--- config.mk ---
export PLATFORM = sky130hd
export DESIGN_NAME = if_stage_flat
export DESIGN_NICKNAME = d
export VERILOG_FILES = /design/src/rtl/pipeline_pkg.sv /design/src/rtl/if_stage_if.sv /design/src/rtl/if_stage_pc_next_sel.sv /design/src/rtl/if_stage.sv /design/src/flat_wrapper.sv
export SDC_FILE = /design/constraint.sdc
export NUM_CORES = 1
export LEC_CHECK = 0
export CELL_PAD_IN_SITES_DETAIL_PLACEMENT = 1
export CELL_PAD_IN_SITES_GLOBAL_PLACEMENT = 2
export CORE_UTILIZATION = 32
export DETAILED_ROUTE_END_ITERATION = 10
export PLACE_DENSITY = 0.89
export SYNTH_ARGS = -nofsm -noshare
export SYNTH_HDL_FRONTEND = slang
export SYNTH_SLANG_ARGS = --single-unit
--- constraint.sdc ---
create_clock -name clk -period 3.9 [get_ports clk]
set_input_delay 0.585 -clock clk [delete_from_list [all_inputs] [get_ports clk]]
set_output_delay 0.585 -clock clk [all_outputs]
set_load 0.02 [all_outputs]
--- src/rtl/pipeline_pkg.sv ---
// Shared MIPS pipeline definitions: fetch constants, PCSrc encodings and the IF state enum.
package pipeline_pkg;

  localparam logic [31:0] NOP_INSTR  = 32'h0000_0000;
  localparam logic [31:0] RESET_PC   = 32'h0040_0000;
  localparam logic [31:0] EXC_VECTOR = 32'h8000_0180;

  localparam logic [1:0] PCSRC_SEQ = 2'b00;
  localparam logic [1:0] PCSRC_J   = 2'b01;
  localparam logic [1:0] PCSRC_JR  = 2'b10;

  typedef enum logic {
    RUN = 1'b0,
    BUF = 1'b1
  } state_e;

endpackage

--- src/rtl/if_stage_if.sv ---
// Instruction-memory request port between the fetch stage (master) and memory (slave).
// Handshake: a word moves on a rising edge where imem_req && imem_ready; imem_rdata is valid
// in that same cycle, and imem_addr holds steady while imem_req is high and imem_ready is low.
interface if_stage_if;
  logic        imem_req;
  logic [31:0] imem_addr;
  logic        imem_ready;
  logic [31:0] imem_rdata;

  modport master (output imem_req, imem_addr, input imem_ready, imem_rdata);
  modport slave  (input imem_req, imem_addr, output imem_ready, imem_rdata);
endinterface

--- src/rtl/if_stage_pc_next_sel.sv ---
// Redirect decision for the fetch stage: whether ID redirects the PC and where to.
module pc_next_sel
  import pipeline_pkg::*;
(
  input  logic        i_stall,
  input  logic [1:0]  i_jump,
  input  logic        i_branch,
  input  logic        i_branch_cond,
  input  logic [31:0] i_jump_target,
  input  logic [31:0] i_jr_target,
  output logic        o_redir,
  output logic [31:0] o_target
);

  // A stalled ID may hold a stale control word, so its redirect waits for the stall to end.
  assign o_redir  = ~i_stall & ((i_jump != PCSRC_SEQ) | (i_branch & i_branch_cond));
  assign o_target = (i_jump == PCSRC_JR) ? i_jr_target : i_jump_target;

endmodule

--- src/rtl/if_stage.sv ---
// MIPS instruction-fetch stage with IF/ID register and one-word stall buffer.
// Optional interrupt entry (irq/irq_ack/EPC) is enabled by defining IF_IRQ_EN.
module if_stage #(
  parameter logic [31:0] RESET_PC = pipeline_pkg::RESET_PC
`ifdef IF_IRQ_EN
  , parameter logic [31:0] EXC_VECTOR = pipeline_pkg::EXC_VECTOR
`endif
) (
  input  logic                  clk,
  input  logic                  reset,
  input  logic                  Stall,
  input  logic [1:0]            Jump,
  input  logic                  Branch,
  input  logic                  BranchCond,
  input  logic [31:0]           JumpTarget,
  input  logic [31:0]           JrTarget,
  if_stage_if.master            imem,
  output logic [31:0]           IFID_Instruction,
  output logic [31:0]           IFID_PC,
  output logic                  IFID_Valid,
`ifdef IF_IRQ_EN
  input  logic                  irq,
  output logic                  irq_ack,
  output logic [31:0]           EPC,
`endif
  output pipeline_pkg::state_e  o_dbg_state
);
  import pipeline_pkg::*;

  state_e      r_state, w_state_nxt;
  logic [31:0] r_pc, w_pc_nxt;
  logic [31:0] r_buf_instr, w_buf_instr_nxt;
  logic [31:0] r_buf_pc, w_buf_pc_nxt;
  logic [31:0] r_ifid_instr, w_ifid_instr_nxt;
  logic [31:0] r_ifid_pc, w_ifid_pc_nxt;
  logic        r_ifid_valid, w_ifid_valid_nxt;
  logic        w_redir, w_xfer, w_req, w_irq_take;
  logic [31:0] w_target;

  pc_next_sel u_pc_next_sel (
    .i_stall       (Stall),
    .i_jump        (Jump),
    .i_branch      (Branch),
    .i_branch_cond (BranchCond),
    .i_jump_target (JumpTarget),
    .i_jr_target   (JrTarget),
    .o_redir       (w_redir),
    .o_target      (w_target)
  );

  assign w_xfer = w_req & imem.imem_ready;

`ifdef IF_IRQ_EN
  logic [31:0] r_epc;

  assign w_irq_take = (r_state == RUN) & ~Stall & ~w_redir & irq;
  assign irq_ack    = w_irq_take;
  assign EPC        = r_epc;

  always_ff @(posedge clk or negedge reset) begin
    if (!reset)          r_epc <= 32'h0;
    else if (w_irq_take) r_epc <= r_pc;
  end
`else
  assign w_irq_take = 1'b0;
`endif

  always_ff @(posedge clk or negedge reset) begin
    if (!reset) begin
      r_state      <= RUN;
      r_pc         <= RESET_PC;
      r_buf_instr  <= NOP_INSTR;
      r_buf_pc     <= 32'h0;
      r_ifid_instr <= NOP_INSTR;
      r_ifid_pc    <= 32'h0;
      r_ifid_valid <= 1'b0;
    end else begin
      r_state      <= w_state_nxt;
      r_pc         <= w_pc_nxt;
      r_buf_instr  <= w_buf_instr_nxt;
      r_buf_pc     <= w_buf_pc_nxt;
      r_ifid_instr <= w_ifid_instr_nxt;
      r_ifid_pc    <= w_ifid_pc_nxt;
      r_ifid_valid <= w_ifid_valid_nxt;
    end
  end

  // Decision order within each state matters: redirect beats interrupt beats stall beats fetch.
  always_comb begin
    w_state_nxt      = r_state;
    w_pc_nxt         = r_pc;
    w_buf_instr_nxt  = r_buf_instr;
    w_buf_pc_nxt     = r_buf_pc;
    w_ifid_instr_nxt = r_ifid_instr;
    w_ifid_pc_nxt    = r_ifid_pc;
    w_ifid_valid_nxt = r_ifid_valid;
    case (r_state)
      RUN: begin
        if (w_redir) begin
          w_pc_nxt         = w_target;
          w_ifid_instr_nxt = NOP_INSTR;
          w_ifid_valid_nxt = 1'b0;
        end else if (w_irq_take) begin
`ifdef IF_IRQ_EN
          w_pc_nxt         = EXC_VECTOR;
`endif
          w_ifid_instr_nxt = NOP_INSTR;
          w_ifid_valid_nxt = 1'b0;
        end else if (Stall) begin
          if (w_xfer) begin
            w_buf_instr_nxt = imem.imem_rdata;
            w_buf_pc_nxt    = r_pc;
            w_pc_nxt        = r_pc + 32'd4;
            w_state_nxt     = BUF;
          end
        end else if (w_xfer) begin
          w_ifid_instr_nxt = imem.imem_rdata;
          w_ifid_pc_nxt    = r_pc;
          w_ifid_valid_nxt = 1'b1;
          w_pc_nxt         = r_pc + 32'd4;
        end else begin
          w_ifid_instr_nxt = NOP_INSTR;
          w_ifid_valid_nxt = 1'b0;
        end
      end
      BUF: begin
        if (w_redir) begin
          w_pc_nxt         = w_target;
          w_ifid_instr_nxt = NOP_INSTR;
          w_ifid_valid_nxt = 1'b0;
          w_state_nxt      = RUN;
        end else if (!Stall) begin
          w_ifid_instr_nxt = r_buf_instr;
          w_ifid_pc_nxt    = r_buf_pc;
          w_ifid_valid_nxt = 1'b1;
          w_state_nxt      = RUN;
        end
      end
      default: w_state_nxt = RUN;
    endcase
  end

  // The buffered state must not fetch again; reset also silences the request.
  always_comb begin
    w_req          = reset & (r_state == RUN);
    imem.imem_req  = w_req;
    imem.imem_addr = r_pc;
  end

  assign IFID_Instruction = r_ifid_instr;
  assign IFID_PC          = r_ifid_pc;
  assign IFID_Valid       = r_ifid_valid;
  assign o_dbg_state      = r_state;

endmodule

--- src/flat_wrapper.sv ---
// flat-port wrapper written by rule: the top's interface ports become plain ports
module if_stage_flat import pipeline_pkg::*;
#(
  parameter logic [31:0] RESET_PC = pipeline_pkg::RESET_PC

)
  (clk, reset, Stall, Jump, Branch, BranchCond, JumpTarget, JrTarget, IFID_Instruction, IFID_PC, IFID_Valid, o_dbg_state, imem_imem_req, imem_imem_addr, imem_imem_ready, imem_imem_rdata);
  if_stage_if imem_i ();
  input  logic clk;
  input  logic reset;
  input  logic Stall;
  input  logic [1:0] Jump;
  input  logic Branch;
  input  logic BranchCond;
  input  logic [31:0] JumpTarget;
  input  logic [31:0] JrTarget;
  output logic [31:0] IFID_Instruction;
  output logic [31:0] IFID_PC;
  output logic IFID_Valid;
  output pipeline_pkg::state_e o_dbg_state;
  output wire logic [$bits(imem_i.imem_req)-1:0] imem_imem_req;
  output wire logic [$bits(imem_i.imem_addr)-1:0] imem_imem_addr;
  input wire logic [$bits(imem_i.imem_ready)-1:0] imem_imem_ready;
  input wire logic [$bits(imem_i.imem_rdata)-1:0] imem_imem_rdata;
  assign imem_imem_req = imem_i.imem_req;
  assign imem_imem_addr = imem_i.imem_addr;
  assign imem_i.imem_ready = imem_imem_ready;
  assign imem_i.imem_rdata = imem_imem_rdata;
  if_stage #(.RESET_PC(RESET_PC)) u_core (.clk(clk), .reset(reset), .Stall(Stall), .Jump(Jump), .Branch(Branch), .BranchCond(BranchCond), .JumpTarget(JumpTarget), .JrTarget(JrTarget), .imem(imem_i), .IFID_Instruction(IFID_Instruction), .IFID_PC(IFID_PC), .IFID_Valid(IFID_Valid), .o_dbg_state(o_dbg_state));
endmodule
* After elaboration in Yosys (flattened, before gate mapping)
Cells that the tools add are included.
Widths: inputs -> output; s select.
** Word-level totals
- Register bits after elaboration :: 162
- Bits of input ports :: 104
- Logic and storage cells :: 59
** Operators by class
- Add/sub/neg operators :: 1
- Equality and inequality tests :: 10
- Mux-type cells :: 28
- Bitwise logic cells :: 8
- Reduce and logical (&&, ||, !) cells :: 5
** Operators with widths (number)
- $mux 32 :: 14
- $pmux 32 s2 :: 3
- $add 32x3->32 const B :: 1
- $ne 2x2->1 const B :: 5
- $mux 1 :: 9
- $ne 3x3->1 const B :: 2
- $reduce_and 5->1 :: 1
- $and 1x1->1 :: 4
- $pmux 1 s2 :: 2
- $reduce_and 2->1 :: 2
- $reduce_and 4->1 :: 1
- $ne 3x2->1 const B :: 1
- $not 1->1 :: 3
- $eq 2x2->1 const B :: 1
- $ne 2x1->1 const B :: 1
- $reduce_bool 2->1 :: 1
- $or 1x1->1 :: 1

* Longest topological paths before layout
- Depth after elaboration :: 7
- Mapped depth :: 8
- Depth with buffers taken out :: 6

* By module
From an unflattened synthesis, not the netlist that was laid out.
** Second synthesis, totals
- Cells, all modules :: 715
- Area total of the unflattened synthesis :: 8096.5 µm²
** Modules (own cells, without submodules)
- if_stage :: times used 1, cells each 676, area each 7527.2 µm², seq. area each 4055.1 µm²
- pc_next_sel :: times used 1, cells each 39, area each 569.3 µm², seq. area each 0.0 µm²

* Worst setup path after synthesis
No wires, ideal clock.
- Path kind :: flip-flop to flip-flop
- Start :: register u_core.r_pc[15] (netlist: u_core.imem.imem_addr[15])
- End :: register u_core.r_pc[31] (netlist: u_core.imem.imem_addr[31])
- Arrival time :: 2.261 ns
- Required time :: 3.818 ns
- Slack :: 1.558 ns
- Cell stages (with the launch flop) :: 8
- Period minus slack after synthesis :: 2.342 ns
- Cell sequence :: dfrtp_1 buf_2 nand4_1 or4_4 or3_1 clkbuf_2 or3_1 a31oi_1
** On the way
- Cells in the longest elaborated chain, start to end :: 4
** RTL lines
- start: declaration :: RTL line if_stage.sv:31 : logic [31:0] r_pc, w_pc_nxt;
- start signal: assignment :: RTL line if_stage.sv:79 : r_pc <= w_pc_nxt;
- $add 32x3->32 :: RTL line if_stage.sv:113, if_stage.sv:120
- $mux 32 :: RTL line if_stage.sv:110, if_stage.sv:116
- $mux 32 :: RTL line if_stage.sv:99 : if (w_redir) begin
- $pmux 32 s2 :: RTL line if_stage.sv:97 : case (r_state)
Every way passes these cells. The select of a mux whose other input is x is not followed.
A chain may end at the register's enable or synchronous reset.

* Worst setup path after layout
- Start :: input port reset
- End :: output port imem_imem_req
** On the way
- Cells in the longest elaborated chain, start to end :: 1
** RTL lines
- start: declaration :: RTL line flat_wrapper.sv:10 : input logic reset;
- $and 1x1->1 :: RTL line if_stage.sv:145 : w_req = reset & (r_state == RUN);
- end: declaration :: RTL line flat_wrapper.sv:21 : output wire logic [$bits(imem_i.imem_req)-1:0] imem_imem_req;
Every way passes these cells.

==> impl_metrics.ini <==
[drt]
drtIter0Drc = 304
vias_per_cell = 5.15
routedWlPerCell_um = 19.3
antenna_left = 0
dr.pass1.iters = 4
wl_mm = 24.4
drc_errors = 0
num_vias = 6503

[critical_path]
rr_startpoint = u_core.o_dbg_state
critPathKind = in2out
r2r-end = u_core.imem.imem_addr[10]
required_ps = 3310
cp_max_fo = 31
end_kind = output pin
timing.reg2reg.setup_slack_ps = 1440
arrival_ps = 2150
start_kind = input port
r2r_cells = 5

[timing]
finalWorstSetupSlack_ps = 1170
tightest_slew_ps = 1090
rsz0062_at_grt = false
timing.fmax_ghz = 0.366
finalHoldViolCount = 0
relSlewSlack = 0.276
fin_skew_ps = 14.1
setup_tns_ps = 0
post-route-period-util = 0.700
period_needed_ps = 2730
drv_slew = 0
setup_viol = 0

[floorplan]
die_x_um = 156
start_util = 0.325
ios = 203
rows = 56
die_area_um2 = 24400
die_h_um = 156
fp.coreArea_um2 = 23400

[clock_network]
cts_hold_buf = 0
tritoncts = built
cts.repair.resized = 0
cts_buffers = 17
clk_pin_slew_worst_paths_ps = 70
htreeDepth = 4
clockBufferDepth = 2
post_cts_buffers = 0
cts-root-buf = clkbuf_16
clkSinkCount = 162
clk_latency_ps = 430

[power_and_ir_drop]
power.total_mw = 5.60
pwr_density_cell_nw_per_um2 = 529
ir_worst_vdd_mv = 0.318
p_leak_nw = 4.33

[min_path]
hp-class = in2async

[logic_synthesis]
yosysTopAreaCellShare = 0.530
synthesis.area_um2 = 7600
synthFlopType = dfrtp_1
ys_seq_elements = 162
synth_edf_count = 0
synth_common_cells = dfrtp_1 (161), nand2_1 (140), o21ai_0 (72)
syn_nets = 848
synth_area_leaders = dfrtp_1 (53%), mux2_2 (9.2%), nand2_1 (6.9%)
syn_inst = 743
async_flop_share = 1.00
ys_warn_count = 0
yosysSeqAreaShare = 0.533
syn_area_per_cell_um2 = 10.2
yosys.cell_count.top_type = dfrtp_1
yosysTopAreaCell = dfrtp_1
synth.distinct_cells = 48

[final_layout]
drive_above_1_share = 0.136
area_delta_synth_final_pct = 39.4
final.fill_count = 2625
nets = 1034
utilization = 0.453

[place]
post-place-ws_ps = 1040
dp_hpwl_mm = 17.0
portBuffers = 202
place_congestion = 0.811

[global_routing]
grt_usage = 0.207
grt_remaining_overflow = 0
grt_pass1_wl_mm = 38.7
antenna_found_initial = 2
grt_pass1_vias = 6934
grt_max_degree = 66

[run]
drv_cap = 0

[run_status]
status = finished clean
## kinds of logic after synthesis
logic type / synth area share
simple gates: 0.141
buf+inv: 0.0298
flops: 0.533
mux: 0.141
fa+ha+maj: 0.00165
xor+xnor: 0.00691
compound gates: 0.146
## critical path, stage by stage
cell and delay (ps):
buf_6 260, buf_4 370, nor2b_1 270, clkdlybuf4s50_1 640
## through the flow
step           cells  hold WS (ps)  area, um2
6_report        1262          38.8      10600
5_1_grt         1262          34.1      10600
4_1_cts         1261          31.0      10600
3_5_place_dp    1229           471       9980
3_3_place_gp    1229           464       9980
2_1_floorplan    743           289       7600
## metal layers
layer	GRT usage	routed length (um)	vias to the layer above
met2	0.341	11700	181
met4	0.0635	180	2
met3	0.0453	1420	10
li1	-	-	3035
met5	0	12	-
met1	0.271	11000	3275
## sequential cells by signal (all words and copies together) (netlist names)
register and count:
u_core.IFID_Instruction 32, u_core.IFID_PC 32, u_core.IFID_Valid 1, u_core.imem.imem_addr 32, u_core.o_dbg_state 1, u_core.r_buf_instr 32
u_core.r_buf_pc 32
## final cells by class
| class | count | area, um2 | share of cell area |
|---|---|---|---|
| sequential | 162 | 4060 | 0.383 |
| multi-input combinational | 522 | 3340 | 0.315 |
| timing repair buffer | 223 | 2180 | 0.205 |
| clock buffer | 17 | 425 | 0.0401 |
| tap | 319 | 399 | 0.0377 |
| clock inverter | 15 | 188 | 0.0177 |
| inverter | 3 | 11.3 | 0.00106 |
| antenna | 1 | 2.50 | 0.000236 |
## layout by cell type (no fill, tap or decap), drive strengths merged, types with 2 or more instances in the layout
cell type / synthesis / final
a211o: 2 / 2
a21oi: 23 / 23
a22oi: 34 / 34
a311oi: 3 / 3
a31oi: 16 / 16
a32oi: 2 / 2
and2: 7 / 7
and3: 15 / 15
and4: 3 / 3
buf: 7 / 23
clkbuf: 49 / 17
clkdlybuf4s50: 0 / 200
clkinv: 0 / 7
dfrtp: 161 / 161
inv: 3 / 10
mux2: 62 / 62
mux2i: 37 / 37
nand2: 140 / 140
nand2b: 2 / 2
nand3: 20 / 20
nand4: 7 / 7
nor2: 18 / 18
nor2b: 2 / 2
nor3: 9 / 9
nor4: 5 / 5
o21ai: 72 / 72
o22a: 11 / 11
o22ai: 2 / 2
o31a: 3 / 3
o31ai: 3 / 3
or3: 6 / 6
xnor2: 2 / 2
xor2: 4 / 4
## how the worst max path moves through the flow
stage | startpoint | end
after floorplan | u_core.imem.imem_addr[15] | u_core.imem.imem_addr[31]
after global placement | imem_imem_ready | u_core.r_buf_pc[11]
after detailed placement | Jump[1] | u_core.IFID_PC[2]
after CTS | reset | imem_imem_req
after global routing | reset | imem_imem_req
final | reset | imem_imem_req
## where the power goes
part | total, mW | internal, mW | leakage (nW) | switching [mW]
Clock | 1.70 | 0.874 | 0.294 | 0.831
Combinational | 1.51 | 0.767 | 2.06 | 0.745
Sequential | 2.39 | 2.06 | 1.98 | 0.329
Note: power is estimated with default switching activity, not from simulation.
